## src/rtl/uart_pkg.sv

```systemverilog
// Shared UART definitions used by the transmitter and receiver-side logic:
// frame geometry, baud-counter width and the serial FSM state encoding.
package uart_pkg;

    localparam int unsigned CLKS_PER_BIT_DEFAULT = 32'd2500;
    localparam int unsigned DATA_BITS            = 32'd8;
    localparam int unsigned BAUD_W               = 32'd12;

    typedef enum logic [1:0] {
        IDLE  = 2'd0,
        START = 2'd1,
        DATA  = 2'd2,
        STOP  = 2'd3
    } uart_state_e;

    // Terminal count value of the baud counter for a given bit period.
    function automatic logic [BAUD_W-1:0] baud_last(input int unsigned clks);
        baud_last = BAUD_W'(clks - 32'd1);
    endfunction

endpackage

```

## src/rtl/transmitter_baud_counter.sv

```systemverilog
// Bit-period counter: counts 0..CLKS_PER_BIT-1, wraps, and flags the last
// cycle of each bit period. A synchronous clear holds it at zero.
module baud_counter
    import uart_pkg::*;
#(
    parameter int unsigned CLKS_PER_BIT = CLKS_PER_BIT_DEFAULT
) (
    input  logic clk,
    input  logic rst,
    input  logic clear,
    output logic tc
);

    localparam logic [BAUD_W-1:0] LAST = baud_last(CLKS_PER_BIT);

    logic [BAUD_W-1:0] count_q;
    logic [BAUD_W-1:0] count_d;

    // Next count: clear wins, otherwise wrap at the terminal count.
    always_comb begin
        count_d = count_q;
        tc      = (count_q == LAST);
        if (clear) begin
            count_d = BAUD_W'(0);
        end else if (tc) begin
            count_d = BAUD_W'(0);
        end else begin
            count_d = count_q + BAUD_W'(1);
        end
    end

    // Count register.
    always_ff @(posedge clk) begin
        if (rst) begin
            count_q <= BAUD_W'(0);
        end else begin
            count_q <= count_d;
        end
    end

endmodule

```

## src/rtl/transmitter.sv

```systemverilog
// 8N1 UART transmitter with a one-entry holding buffer in front of the
// shift register, allowing back-to-back frames with no idle gap.
module transmitter
    import uart_pkg::*;
#(
    parameter int unsigned CLKS_PER_BIT = CLKS_PER_BIT_DEFAULT
) (
    input  logic                 clk,
    input  logic                 rst,
    input  logic [DATA_BITS-1:0] data_in,
    input  logic                 send,
    output logic                 ready,
    output logic                 busy,
    output logic                 tx_done,
    output logic                 Tx
);

    uart_state_e          state_q, state_d;
    logic [DATA_BITS-1:0] buf_q, buf_d;
    logic                 buf_full_q, buf_full_d;
    logic [DATA_BITS-1:0] shift_q, shift_d;
    logic [2:0]           bit_idx_q, bit_idx_d;
    logic                 tx_q, tx_d;
    logic                 tx_done_q, tx_done_d;
    logic                 baud_tc;
    logic                 accept;

    baud_counter #(
        .CLKS_PER_BIT(CLKS_PER_BIT)
    ) u_baud (
        .clk  (clk),
        .rst  (rst),
        .clear(state_q == IDLE),
        .tc   (baud_tc)
    );

    // Holding buffer, FSM next state, shift register and next serial level.
    always_comb begin
        state_d    = state_q;
        buf_d      = buf_q;
        buf_full_d = buf_full_q;
        shift_d    = shift_q;
        bit_idx_d  = bit_idx_q;
        tx_done_d  = 1'b0;
        accept     = send && !buf_full_q;

        // A load only happens with the buffer full, so it never coincides with accept.
        if (accept) begin
            buf_d      = data_in;
            buf_full_d = 1'b1;
        end else begin
            buf_d      = buf_q;
            buf_full_d = buf_full_q;
        end

        case (state_q)
            IDLE: begin
                if (buf_full_q) begin
                    state_d    = START;
                    shift_d    = buf_q;
                    buf_full_d = 1'b0;
                    bit_idx_d  = 3'd0;
                end else begin
                    state_d = IDLE;
                end
            end
            START: begin
                if (baud_tc) begin
                    state_d   = DATA;
                    bit_idx_d = 3'd0;
                end else begin
                    state_d = START;
                end
            end
            DATA: begin
                if (baud_tc) begin
                    if (bit_idx_q == 3'd7) begin
                        state_d = STOP;
                    end else begin
                        bit_idx_d = bit_idx_q + 3'd1;
                        shift_d   = {1'b0, shift_q[DATA_BITS-1:1]};
                    end
                end else begin
                    state_d = DATA;
                end
            end
            STOP: begin
                if (baud_tc) begin
                    tx_done_d = 1'b1;
                    if (buf_full_q) begin
                        state_d    = START;
                        shift_d    = buf_q;
                        buf_full_d = 1'b0;
                        bit_idx_d  = 3'd0;
                    end else begin
                        state_d = IDLE;
                    end
                end else begin
                    state_d = STOP;
                end
            end
            default: begin
                state_d = IDLE;
            end
        endcase

        case (state_d)
            IDLE:    tx_d = 1'b1;
            START:   tx_d = 1'b0;
            DATA:    tx_d = shift_d[0];
            STOP:    tx_d = 1'b1;
            default: tx_d = 1'b1;
        endcase
    end

    // State and datapath registers.
    always_ff @(posedge clk) begin
        if (rst) begin
            state_q    <= IDLE;
            buf_q      <= {DATA_BITS{1'b0}};
            buf_full_q <= 1'b0;
            shift_q    <= {DATA_BITS{1'b0}};
            bit_idx_q  <= 3'd0;
            tx_q       <= 1'b1;
            tx_done_q  <= 1'b0;
        end else begin
            state_q    <= state_d;
            buf_q      <= buf_d;
            buf_full_q <= buf_full_d;
            shift_q    <= shift_d;
            bit_idx_q  <= bit_idx_d;
            tx_q       <= tx_d;
            tx_done_q  <= tx_done_d;
        end
    end

    assign ready   = !buf_full_q;
    assign busy    = (state_q != IDLE);
    assign tx_done = tx_done_q;
    assign Tx      = tx_q;

endmodule

```

## config.mk

```make
export PLATFORM = sky130hd
export DESIGN_NAME = transmitter
export DESIGN_NICKNAME = d
export VERILOG_FILES = /design/src/rtl/uart_pkg.sv /design/src/rtl/transmitter_baud_counter.sv /design/src/rtl/transmitter.sv
export SDC_FILE = /design/constraint.sdc
export NUM_CORES = 1
export LEC_CHECK = 0
export CORE_ASPECT_RATIO = 0.5
export CORE_MARGIN = 2
export CORE_UTILIZATION = 57
export DETAILED_ROUTE_END_ITERATION = 10
export PLACE_DENSITY = 0.79
export SLEW_MARGIN = 20
export SYNTH_ARGS = -nofsm -noshare
export SYNTH_HDL_FRONTEND = slang
export SYNTH_SLANG_ARGS = --single-unit
```

## constraint.sdc

```tcl
create_clock -name clk -period 2.4 [get_ports clk]
set_clock_uncertainty 0.1 [all_clocks]
set_input_delay 0.48 -clock clk [delete_from_list [all_inputs] [get_ports clk]]
set_output_delay 0.48 -clock clk [all_outputs]
set_load 0.005 [all_outputs]
```

== Yosys cells after proc, flatten, opt, wreduce, memory -nomap -nowiden ==
Cells that the tools add are included.
Operators by class
  $add $sub $neg: 2
  eq/ne operators: 12
  muxes and demuxes: 23
  bitwise gates (word level): 1
  reductions and logical operators: 11
Operators by type and width (number)
  8-bit two-way mux: 4
  8-bit one-hot mux with 3 select lines: 1
  3-bit two-way mux: 5
  12-bit by 1-bit adder with 12-bit output (second input constant): 1
  12-bit equality test (second input constant): 1
  3-bit one-hot mux with 4 select lines: 1
  2-bit equality test (second input constant): 4
  2-bit two-way mux: 4
  2-bit != test (second input constant): 4
  2-bit one-hot mux with 4 select lines: 1
  4-bit AND reduction: 2
  1-bit two-way mux: 5
  2-bit by 1-bit equality test with 1-bit output (second input constant): 2
  2-bit logical NOT: 2
  2-bit OR reduction: 2
  3-bit by 1-bit adder with 3-bit output (second input constant): 1
  3-bit equality test (second input constant): 1
  1-bit one-hot mux with 3 select lines: 1
  3-bit nonzero test: 1
  3-bit OR reduction: 1
  1-bit one-hot mux with 2 select lines: 1
  2-bit nonzero test: 1
  1-bit logical AND: 1
  1-bit logical NOT: 1
  1-bit inverter: 1
Word-level totals
  bits in registers: 36
  bits of input ports: 11
  output and inout port bits: 4
  word-level logic and storage cells: 58

== Logic depth before layout (Yosys ltp) ==
Gate-level depths: netlist of run 1.
  depth after elaboration: 7
  gate-level depth with buffers: 10
  mapped depth without buffers: 9

== Modules after synthesis ==
A second synthesis of run 1 with hierarchy kept.
Second synthesis, totals
  cell total of the unflattened synthesis: 187
  area total of the unflattened synthesis: 1729.2 sq um
Modules (own cells, without submodules)
  transmitter: instances 1, cells an instance 127, area an instance 1186.1 sq um, seq. area each 480.5 sq um
  baud_counter: instances 1, cells an instance 60, area an instance 543.0 sq um, seq. area each 240.2 sq um

== Least setup slack after synthesis of run 1 ==
No wires, ideal clock.
  path type: reg2reg
  start point: register u_baud.count_q[0]
  end point: register tx_q, in the netlist Tx
  setup time: 0.134 ns
  data arrival time: 1.867 ns
  required time: 2.166 ns
  path slack: 0.298 ns
  stages on the path, launching flop included: 10
  path buffers: 1
  period minus slack after synthesis: 2.102 ns
  path through: dfxtp_1 -> ha_1 -> and4b_1 -> and3_1 -> buf_6 -> mux2i_1 -> a21oi_1 -> ha_1 -> nand2b_1 -> o311ai_2
Between the ends
  cells in the longest elaborated chain, start to end: 6
  elaborated cells on any way between the ends: 14
  classes of those cells: eq/ne: 4; mux: 8; reduce/logical: 2
Ends and longest elaborated chain
  start, declared: line transmitter_baud_counter.sv:16  | logic [BAUD_W-1:0] count_q;
  start signal, assigned: line transmitter_baud_counter.sv:37  | count_q <= count_d;
  12-bit equality test *: line transmitter_baud_counter.sv:22  | tc = (count_q == LAST);
  2-bit two-way mux (on tied branches): line transmitter.sv:88, transmitter.sv:68, transmitter.sv:76
  2-bit one-hot mux with 4 select lines *: line transmitter.sv:56  | case (state_q)
  named net state_d[1]: line transmitter.sv:18  | uart_state_e state_q, state_d;
  2-bit equality test / 2-bit logical NOT (equally long branches): line transmitter.sv:107  | case (state_d)
  2-bit OR reduction (no source line)
  1-bit one-hot mux with 3 select lines *: line transmitter.sv:107
  end signal, assigned: line transmitter.sv:132  | tx_q <= tx_d;
  end, declared: line transmitter.sv:23  | logic tx_q, tx_d;
Mark *: on every way through the listed nets, which the timed path passes. The rest lies on a longest branch. The select of a mux whose other input is x is not followed.
A chain may end at the register's enable or synchronous reset.

== Worst setup path in the final report of run 1 ==
  start point: register state_q[0]
  end point: output busy
Between the ends
  cells in the longest elaborated chain, start to end: 1
Ends and longest elaborated chain
  start, declared: line transmitter.sv:18
  start signal, assigned: line transmitter.sv:127  | state_q <= state_d;
  2-bit nonzero test: line transmitter.sv:138  | assign busy = (state_q != IDLE);
  end, declared: line transmitter.sv:13  | output logic busy,
Every way passes these cells.

==> results of run 1 <==
[critical path, cell delays in order (launching register included)]
cell and delay [ns]:
dfxtp_2 0.38, inv_1 0.07, ha_1 0.27, inv_1 0.17, clkdlybuf4s50_1 0.53
[power by group through the flow]
stage                     combinational (W)  sequential (W)  clock [W]
final                              0.000226        0.000655   0.000518
after global routing               0.000251        0.000657   0.000555
after CTS                          0.000222        0.000653   0.000527
after detailed placement           0.000219        0.000666          0
after global placement             0.000213        0.000664          0
after floorplan                    0.000155        0.000658          0
[flip-flops by register name (all words and copies together) (netlist names)]
register        flops
Tx                  1
bit_idx_q           3
buf_full_q          1
buf_q               8
shift_q             8
state_q             2
tx_done             1
u_baud.count_q     12
[Yosys cell counts (6+ instances only)]
master / number
a21oi_1: 9
a211oi_1: 6
mux2i_1: 15
xnor2_1: 6
nor3_1: 9
nor2_1: 43
dfxtp_1: 36
inv_1: 10
nand2_1: 6
nand3_1: 7
ha_1: 10
[stage by stage]
stage	std cells	setup WS, ns	utilization	total power, W	cell area, µm²
floorplan	199	0.298	-	0.000813	1790
global placement	251	0.272	0.664	0.000877	1990
detailed placement	251	0.112	0.664	0.000885	1990
CTS	259	0.0785	0.700	0.00140	2100
global route	259	0.0264	0.703	0.00146	2100
finish	259	0.122	0.703	0.00140	2100
[routing by layer]
layer  routed length, µm  part of all wire  GRT usage
met1                1780              0.49      0.294
met5                   0                 0          0
met3                 203             0.055     0.0686
met2                1640              0.45      0.340
met4                  40             0.011     0.0918
[worst max-delay path by stage]
stage                            startpoint    to  slack, ns  depth (start not counted)
after floorplan           u_baud.count_q[0]    Tx       0.30                          9
after global placement    u_baud.count_q[0]    Tx       0.27                          8
after detailed placement  u_baud.count_q[0]    Tx       0.11                          8
after CTS                        state_q[0]  busy       0.08                          4
after global routing             state_q[0]  busy       0.03                          4
final                            state_q[0]  busy       0.12                          4
[logic make-up (layout without fill, tap and decap cells)]
kind of cell,Yosys count,in the layout,synth area share
multiplexers,16,16,0.0920
adder cells (fa/ha/maj),10,10,0.0697
AO/OA/AOI/OAI,28,28,0.123
flip-flops,36,36,0.402
XOR/XNOR,10,10,0.0488
buffers and inverters,17,37,0.0397
AND/OR/NAND/NOR,82,82,0.225
[final cells by class]
cell class              count  area share
repair buffers             19      0.0844
well taps                  40      0.0238
clock buffers               6      0.0345
flip-flops and latches     36       0.343
clock inverters             2      0.0166
multi-input cells         146       0.480
inverters                  10      0.0178
==> results.sh, run 1 <==
export IMPL_outcome="completed"
export IMPL_coreArea_um2=3000
export IMPL_post_drt_via_cell_ratio=5.63
export IMPL_final_antenna_net_count=0
export IMPL_worst_hold_slack_ns=0.380
export IMPL_synthDistinctLibCells=36
export IMPL_async_flop_share=0
export IMPL_swShare=0.252
export IMPL_antenna_cells=0
export IMPL_port_buffers=14
export IMPL_clock_power_share=0.371
export IMPL_p_leak_nw=0.843
export IMPL_cp_end_kind="primary output"
export IMPL_first_pass_iters=4
export IMPL_postRouteWirelength_um=3660
export IMPL_synth_seq_cells=36
export IMPL_hold_buffers=0
export IMPL_synth_edf_count=0
export IMPL_worstReg2RegEnd="Tx"
export IMPL_htree_levels=2
export IMPL_final_cell_mix="43 x nor2_1, 35 x dfxtp_1, 15 x mux2i_1, 14 x clkdlybuf4s50_1"
export IMPL_cap_violations=0
export IMPL_io_pins=15
export IMPL_rrSetupSlack_ns=0.19
export IMPL_cts_tree="yes"
export IMPL_synth_area_um2=1790
export IMPL_fp_dieH_um=43.7
export IMPL_cts_root_buf="clkbuf_8"
export IMPL_syn_inst=199
export IMPL_multi_input_area_um2=1010
export IMPL_fp_row_count=14
export IMPL_gp_congestion=0.868
export IMPL_syn_to_final_growth_pct=17.3
export IMPL_fill_cells=242
export IMPL_clock_path_buffers=2
export IMPL_grt_pass1_wl_um=6240
export IMPL_yosysWarnings=0
export IMPL_slew_viol_final=0
export IMPL_worstReg2RegStart="u_baud.count_q[0]"
export IMPL_nets=239
export IMPL_internal_power_w=0.00105
export IMPL_synth_seq_area_share=0.402
export IMPL_tightest_slew_ns=0.495
export IMPL_regArea_um2=722
export IMPL_p_comb_frac=0.162
export IMPL_drt_wirelength_per_cell_um=14.1
export IMPL_setup_viol=0
export IMPL_cts_buffers=5
export IMPL_min_period_ns=2.28
export IMPL_fp_dieW_um=83.3
export IMPL_hp_class="reg2reg"
export IMPL_p_per_area_nw_per_um2=665
export IMPL_min_delay_start="u_baud.count_q[0]"
export IMPL_clkLatencyLatePin_ns=0.28
export IMPL_worst_setup_path_start_kind="flip-flop"
export IMPL_maxClockFrequency_mhz=439
export IMPL_dpl_hpwl_um=2520
export IMPL_min_path_cells=1
export IMPL_vias=1457
export IMPL_grt_pass1_vias=1355
export IMPL_seqPwrFrac=0.468
export IMPL_finalHoldViolCount=0
export IMPL_yosysTopAreaCell="dfxtp_1"
export IMPL_path_clk_slew_ns=0.07
export IMPL_grt_use_total=0.221
export IMPL_maxSlewHeadroom=0.670
export IMPL_ctsResizeCount=0
export IMPL_hold_end="u_baud.count_q[0]"
export IMPL_cts_sinks=36
export IMPL_antenna_found_initial=0
export IMPL_grt_setup_unrepaired="no"
export IMPL_arrival_ns=1.70
export IMPL_final_common_cell="nor2_1"
export IMPL_overflow=0
export IMPL_switching_power_w=0.000352
export IMPL_drt_iter0_drc=82
export IMPL_vdd_drop_max_v=0.000370
export IMPL_grt_max_degree=17
export IMPL_ys_flop_type="dfxtp_1"
export IMPL_syn_nets=220
export IMPL_path_class="reg2out"
export IMPL_avgSynthCellArea_um2=9.02
export IMPL_drc=0
export IMPL_synth_top_area_share=0.402
export IMPL_crit_fanout=5
export IMPL_post_cts_repair_setup_buffers=0
export IMPL_die_area_um2=3640
export IMPL_fin_setup_tns_ns=0
export IMPL_drive_above_1_share=0.123
export IMPL_cp_data_required_time_ns=1.82
export IMPL_yosys_top_cells_area="dfxtp_1 40%, nor2_1 9.0%, mux2i_1 8.4%"
export IMPL_r2r_cells=8
export IMPL_start_util=0.599
export IMPL_timing_final_crit_share=0.949
No activity file was read; power rests on OpenSTA's default activity.
==> inputs of run 2 (changes only) <==
--- a/config.mk
+++ b/config.mk
@@ -9,6 +9,7 @@
 export CORE_MARGIN = 2
 export CORE_UTILIZATION = 57
 export DETAILED_ROUTE_END_ITERATION = 10
+export MAX_ROUTING_LAYER = met4
 export PLACE_DENSITY = 0.79
 export SLEW_MARGIN = 20
 export SYNTH_ARGS = -nofsm -noshare
==> run 2 against run 1 <==
Effect of this change: count of clock-buffer cells in the layout unchanged; combinational power about the same; routed wire length up 0.11%; largest cell class unchanged; cell area unchanged; flip-flop and latch count unchanged; power up 0.16%; highest routed layer unchanged; worst hold slack better by 0.00061 ns; die area unchanged; clock power about the same; setup slack about the same.
==> results.sh, run 2 (synthesized netlist as in run 1, its figures left out) <==
export IMPL_outcome="completed"
export IMPL_p_comb_frac=0.161
export IMPL_fp_row_count=14
export IMPL_htree_levels=2
export IMPL_min_path_cells=1
export IMPL_coreArea_um2=3000
export IMPL_antenna_cells=0
export IMPL_fp_dieH_um=43.7
export IMPL_io_pins=15
export IMPL_path_clk_slew_ns=0.07
export IMPL_maxSlewHeadroom=0.667
export IMPL_swShare=0.253
export IMPL_cts_sinks=36
export IMPL_switching_power_w=0.000354
export IMPL_drive_above_1_share=0.123
export IMPL_crit_start="state_q[0]"
export IMPL_p_per_area_nw_per_um2=666
export IMPL_first_pass_iters=4
export IMPL_crit_top_cell="inv_1"
export IMPL_gp_congestion=0.882
export IMPL_r2r_cells=8
export IMPL_maxClockFrequency_mhz=439
export IMPL_final_antenna_net_count=0
export IMPL_cts_buffers=5
export IMPL_antenna_found_initial=0
export IMPL_cp_slowest_cell="clkdlybuf4s50_1"
export IMPL_fill_cells=242
export IMPL_final_cell_mix="43 x nor2_1, 35 x dfxtp_1, 15 x mux2i_1, 14 x clkdlybuf4s50_1"
export IMPL_clkLatencyLatePin_ns=0.28
export IMPL_arrival_ns=1.70
export IMPL_hp_class="reg2reg"
export IMPL_vias=1456
export IMPL_final_common_cell="nor2_1"
export IMPL_finalHoldViolCount=0
export IMPL_setup_viol=0
export IMPL_top_regs="u_baud.count_q x12, buf_q x8, shift_q x8"
export IMPL_post_drt_via_cell_ratio=5.62
export IMPL_clock_power_share=0.372
export IMPL_fp_dieW_um=83.3
export IMPL_worst_setup_path_start_kind="flip-flop"
export IMPL_overflow=0
export IMPL_grtUsageMet2=0.340
export IMPL_largest_register="u_baud.count_q"
export IMPL_worstReg2RegStart="u_baud.count_q[0]"
export IMPL_path_class="reg2out"
export IMPL_drc=0
export IMPL_timing_final_crit_share=0.949
export IMPL_seqPwrFrac=0.467
export IMPL_min_period_ns=2.28
export IMPL_cts_root_buf="clkbuf_8"
export IMPL_min_delay_start="u_baud.count_q[0]"
export IMPL_drt_iter0_drc=100
export IMPL_die_area_um2=3640
export IMPL_final_util=0.703
export IMPL_grt_pass1_wl_um=6240
export IMPL_fin_setup_tns_ns=0
export IMPL_clock_path_buffers=2
export IMPL_grt_pass1_vias=1358
export IMPL_vdd_drop_max_v=0.000373
export IMPL_grt_setup_unrepaired="no"
export IMPL_start_util=0.599
export IMPL_internal_power_w=0.00105
export IMPL_busiest_layer="met2"
export IMPL_port_buffers=14
export IMPL_postRouteWirelength_um=3660
export IMPL_max_stage_delay_ns=0.53
export IMPL_cap_violations=0
export IMPL_drt_wirelength_per_cell_um=14.1
export IMPL_grt_max_degree=17
export IMPL_cts_tree="yes"
export IMPL_grt_use_total=0.228
export IMPL_largest_reg_flops=12
export IMPL_hold_buffers=0
export IMPL_p_leak_nw=0.843
export IMPL_crit_chain="inv_1, ha_1, inv_1, clkdlybuf4s50_1"
export IMPL_dpl_hpwl_um=2520
export IMPL_cp_data_required_time_ns=1.82
export IMPL_tightest_slew_ns=0.499
export IMPL_slew_viol_final=0
export IMPL_use_met3=0.0686
export IMPL_nets=239
export IMPL_syn_to_final_growth_pct=17.3
export IMPL_crit_fanout=5
export IMPL_cp_end_kind="primary output"
export IMPL_gr_usage_met1=0.293
## run 2: cell counts in the layout (fill, tap and decap cells not counted)
No cell type changed its count.
## run 2: path summary, 6_finish.rpt
path | endpoint | slack (ns)
setup / recovery | busy | 0.12
hold reg to reg | u_baud.count_q[0] | 0.38
hold / removal | u_baud.count_q[0] | 0.38
setup reg to reg | Tx | 0.19
## run 2: cell type report
cell class	instances	area (µm²)	share of cell area
timing repair buffer	19	178	0.0844
tap	40	50.0	0.0238
clock buffer	6	72.6	0.0345
inverter	10	37.5	0.0178
sequential	36	722	0.343
multi-input combinational	146	1010	0.480
clock inverter	2	35.0	0.0166
## run 2: power groups by stage
stage               combinational, W  sequential [W]  clock, W
floorplan                   0.000155        0.000658         0
global placement            0.000213        0.000664         0
detailed placement          0.000219        0.000666         0
CTS                         0.000222        0.000653  0.000527
global route                0.000251        0.000657  0.000555
finish                      0.000226        0.000655  0.000521
## run 2: stage by stage
step	power [W]	hold slack [ns]	setup WS, ns	area [µm²]	cells
2_1_floorplan	0.000813	0.330	0.298	1790	199
3_3_place_gp	0.000877	0.344	0.272	1990	251
3_5_place_dp	0.000885	0.370	0.112	1990	251
4_1_cts	0.00140	0.387	0.0785	2100	259
5_1_grt	0.00146	0.407	0.0264	2100	259
6_report	0.00140	0.381	0.122	2100	259
## run 2: worst max-delay path, delay by kind of cell, from the launching register on
| kind | cells | cell delay, ns |
|---|---|---|
| fa+ha+maj | 1 | 0.27 |
| buf+inv | 3 | 0.77 |
| flops | 1 | 0.38 |
## run 2: per-layer routing
layer  up-vias  share of wire
met4         0          0.011
met3         6          0.049
met5         -              0
met1       691           0.49
li1        728              -
met2        31           0.45
## run 2: repair_timing
action                     in CTS  in global routing
setup buffers                   0                  0
setup endpoints to repair       0                  2
resized for setup               0                  3
==> inputs of run 3 (changes only) <==
--- a/config.mk
+++ b/config.mk
@@ -11,6 +11,7 @@
 export DETAILED_ROUTE_END_ITERATION = 10
 export MAX_ROUTING_LAYER = met4
 export PLACE_DENSITY = 0.79
+export REMOVE_ABC_BUFFERS = 1
 export SLEW_MARGIN = 20
 export SYNTH_ARGS = -nofsm -noshare
 export SYNTH_HDL_FRONTEND = slang
==> run 3 against run 2 <==
Effect of this change: sequential share of layout area increased by 0.35 points; via count fell by 2.3%; maximum frequency up 1.7%; routed wire length down 0.19%; flip-flop and latch count stayed put; sequential power about the same; non-clock buffer count is the same; critical path type unchanged; critical endpoint unchanged; largest power group unchanged.
==> results.sh, run 3 (synthesized netlist as in run 1, its figures left out) <==
export IMPL_min_period_ns=2.24
export IMPL_largest_register="u_baud.count_q"
export IMPL_maxClockFrequency_mhz=446
export IMPL_grt_pass1_wl_um=5960
export IMPL_worst_hold_slack_ns=0.369
export IMPL_fp_dieW_um=83.3
export IMPL_cap_violations=0
export IMPL_rrSetupSlack_ns=0.19
export IMPL_hold_end="u_baud.count_q[0]"
export IMPL_top_regs="u_baud.count_q x12, buf_q x8, shift_q x8"
export IMPL_min_path_cells=1
export IMPL_grtUsageMet2=0.327
export IMPL_drive_above_1_share=0.123
export IMPL_nets=239
export IMPL_cts_buffers=5
export IMPL_vdd_drop_max_v=0.000432
export IMPL_clkLatencyLatePin_ns=0.28
export IMPL_drt_wirelength_per_cell_um=14.1
export IMPL_die_area_um2=3640
export IMPL_worstReg2RegStart="u_baud.count_q[0]"
export IMPL_p_leak_nw=0.837
export IMPL_worst_setup_path_start_kind="flip-flop"
export IMPL_cts_tree="yes"
export IMPL_fp_row_count=14
export IMPL_fin_setup_tns_ns=0
export IMPL_final_util=0.695
export IMPL_outcome="completed"
export IMPL_cts_sinks=36
export IMPL_postRouteWirelength_um=3660
export IMPL_gp_congestion=0.882
export IMPL_fp_dieH_um=43.7
export IMPL_drt_iter0_drc=53
export IMPL_finalHoldViolCount=0
export IMPL_coreArea_um2=3000
export IMPL_place_ws_ns=0.149
export IMPL_hp_class="reg2reg"
export IMPL_final_cell_mix="43 x nor2_1, 35 x dfxtp_1, 15 x mux2i_1, 14 x clkdlybuf4s50_1"
export IMPL_layout_setup_ws_ns=0.159
export IMPL_final_common_cell="nor2_1"
export IMPL_path_clk_slew_ns=0.07
export IMPL_r2r_cells=8
export IMPL_tightest_slew_ns=0.577
export IMPL_grt_max_degree=19
export IMPL_drc=0
export IMPL_vias=1423
export IMPL_maxSlewHeadroom=0.615
export IMPL_min_delay_start="u_baud.count_q[0]"
export IMPL_gr_usage_met1=0.288
export IMPL_grt_pass1_vias=1236
export IMPL_setup_viol=0
export IMPL_crit_fanout=5
export IMPL_p_per_area_nw_per_um2=632
export IMPL_timing_final_crit_share=0.934
export IMPL_cts_root_buf="clkbuf_8"
export IMPL_slew_viol_final=0
export IMPL_dpl_hpwl_um=2580
export IMPL_hold_buffers=0
export IMPL_overflow=0
export IMPL_worstReg2RegEnd="Tx"
export IMPL_port_buffers=14
export IMPL_cp_data_required_time_ns=1.82
export IMPL_final_antenna_net_count=0
export IMPL_path_class="reg2out"
export IMPL_largest_reg_flops=12
export IMPL_post_drt_via_cell_ratio=5.49
export IMPL_clock_path_buffers=2
export IMPL_first_pass_iters=4
export IMPL_start_util=0.599
export IMPL_antenna_found_initial=0
export IMPL_grt_setup_unrepaired="no"
export IMPL_arrival_ns=1.66
export IMPL_antenna_cells=0
export IMPL_syn_to_final_growth_pct=16.1
export IMPL_grt_use_total=0.217
export IMPL_htree_levels=2
export IMPL_cp_end_kind="primary output"
export IMPL_fill_cells=243
export IMPL_io_pins=15
export IMPL_busiest_layer="met2"
export IMPL_use_met3=0.0667
## run 3: changes by cell type in the layout (fill, tap and decap cells not counted)
cell and change:
and3_2 +1, clkbuf_8 +1, clkbuf_1 -1, o22ai_1 +1, and3_1 -1, clkinv_2 +1
o22ai_2 -1, bufinv_16 -1, and4b_2 -1, and4b_1 +1
## run 3: cell type report
cell class	instances	area, µm²	share of cell area
multi-input combinational	146	1000	0.482
sequential	36	722	0.347
timing repair buffer	19	178	0.0853
clock buffer	6	82.6	0.0396
tap	40	50.0	0.0240
inverter	10	37.5	0.0180
clock inverter	2	10.0	0.00480
## run 3: worst max path at each step
stage	start	end	slack, ns	cells past startpoint
3_3_place_gp	u_baud.count_q[0]	Tx	0.23	8
3_5_place_dp	u_baud.count_q[0]	Tx	0.15	8
5_1_grt	u_baud.count_q[0]	Tx	0.03	8
2_1_floorplan	u_baud.count_q[0]	Tx	0.26	8
6_report	state_q[0]	busy	0.16	4
4_1_cts	state_q[0]	busy	0.09	4
## run 3: layer usage
metal  wire, µm  vias up
met5          0        -
met4          8        0
met3        186        2
met2       1640       28
met1       1820      666
li1           -      727
## run 3: critical path, stage by stage (launching register included)
cell             delay, ns
dfxtp_2               0.37
inv_1                 0.07
ha_1                  0.26
inv_1                 0.15
clkdlybuf4s50_1       0.52
## run 3: metrics by stage
step	power (W)	instances	area [µm²]
floorplan	0.000805	192	1760
global placement	0.000875	251	1990
detailed placement	0.000883	251	1990
CTS	0.00132	259	2080
global route	0.00138	259	2080
finish	0.00132	259	2080
## run 3: where the power goes
group | switching (W) | internal (W) | leakage (nW)
Combinational | 0.000112 | 0.000105 | 0.492
Clock | 0.000217 | 0.000229 | 0.0510
Sequential | 0.0000238 | 0.000630 | 0.293
## run 3: what timing repair did
item,CTS,global route
setup endpoints to repair,0,2
setup buffers,0,0
resized for setup,0,2
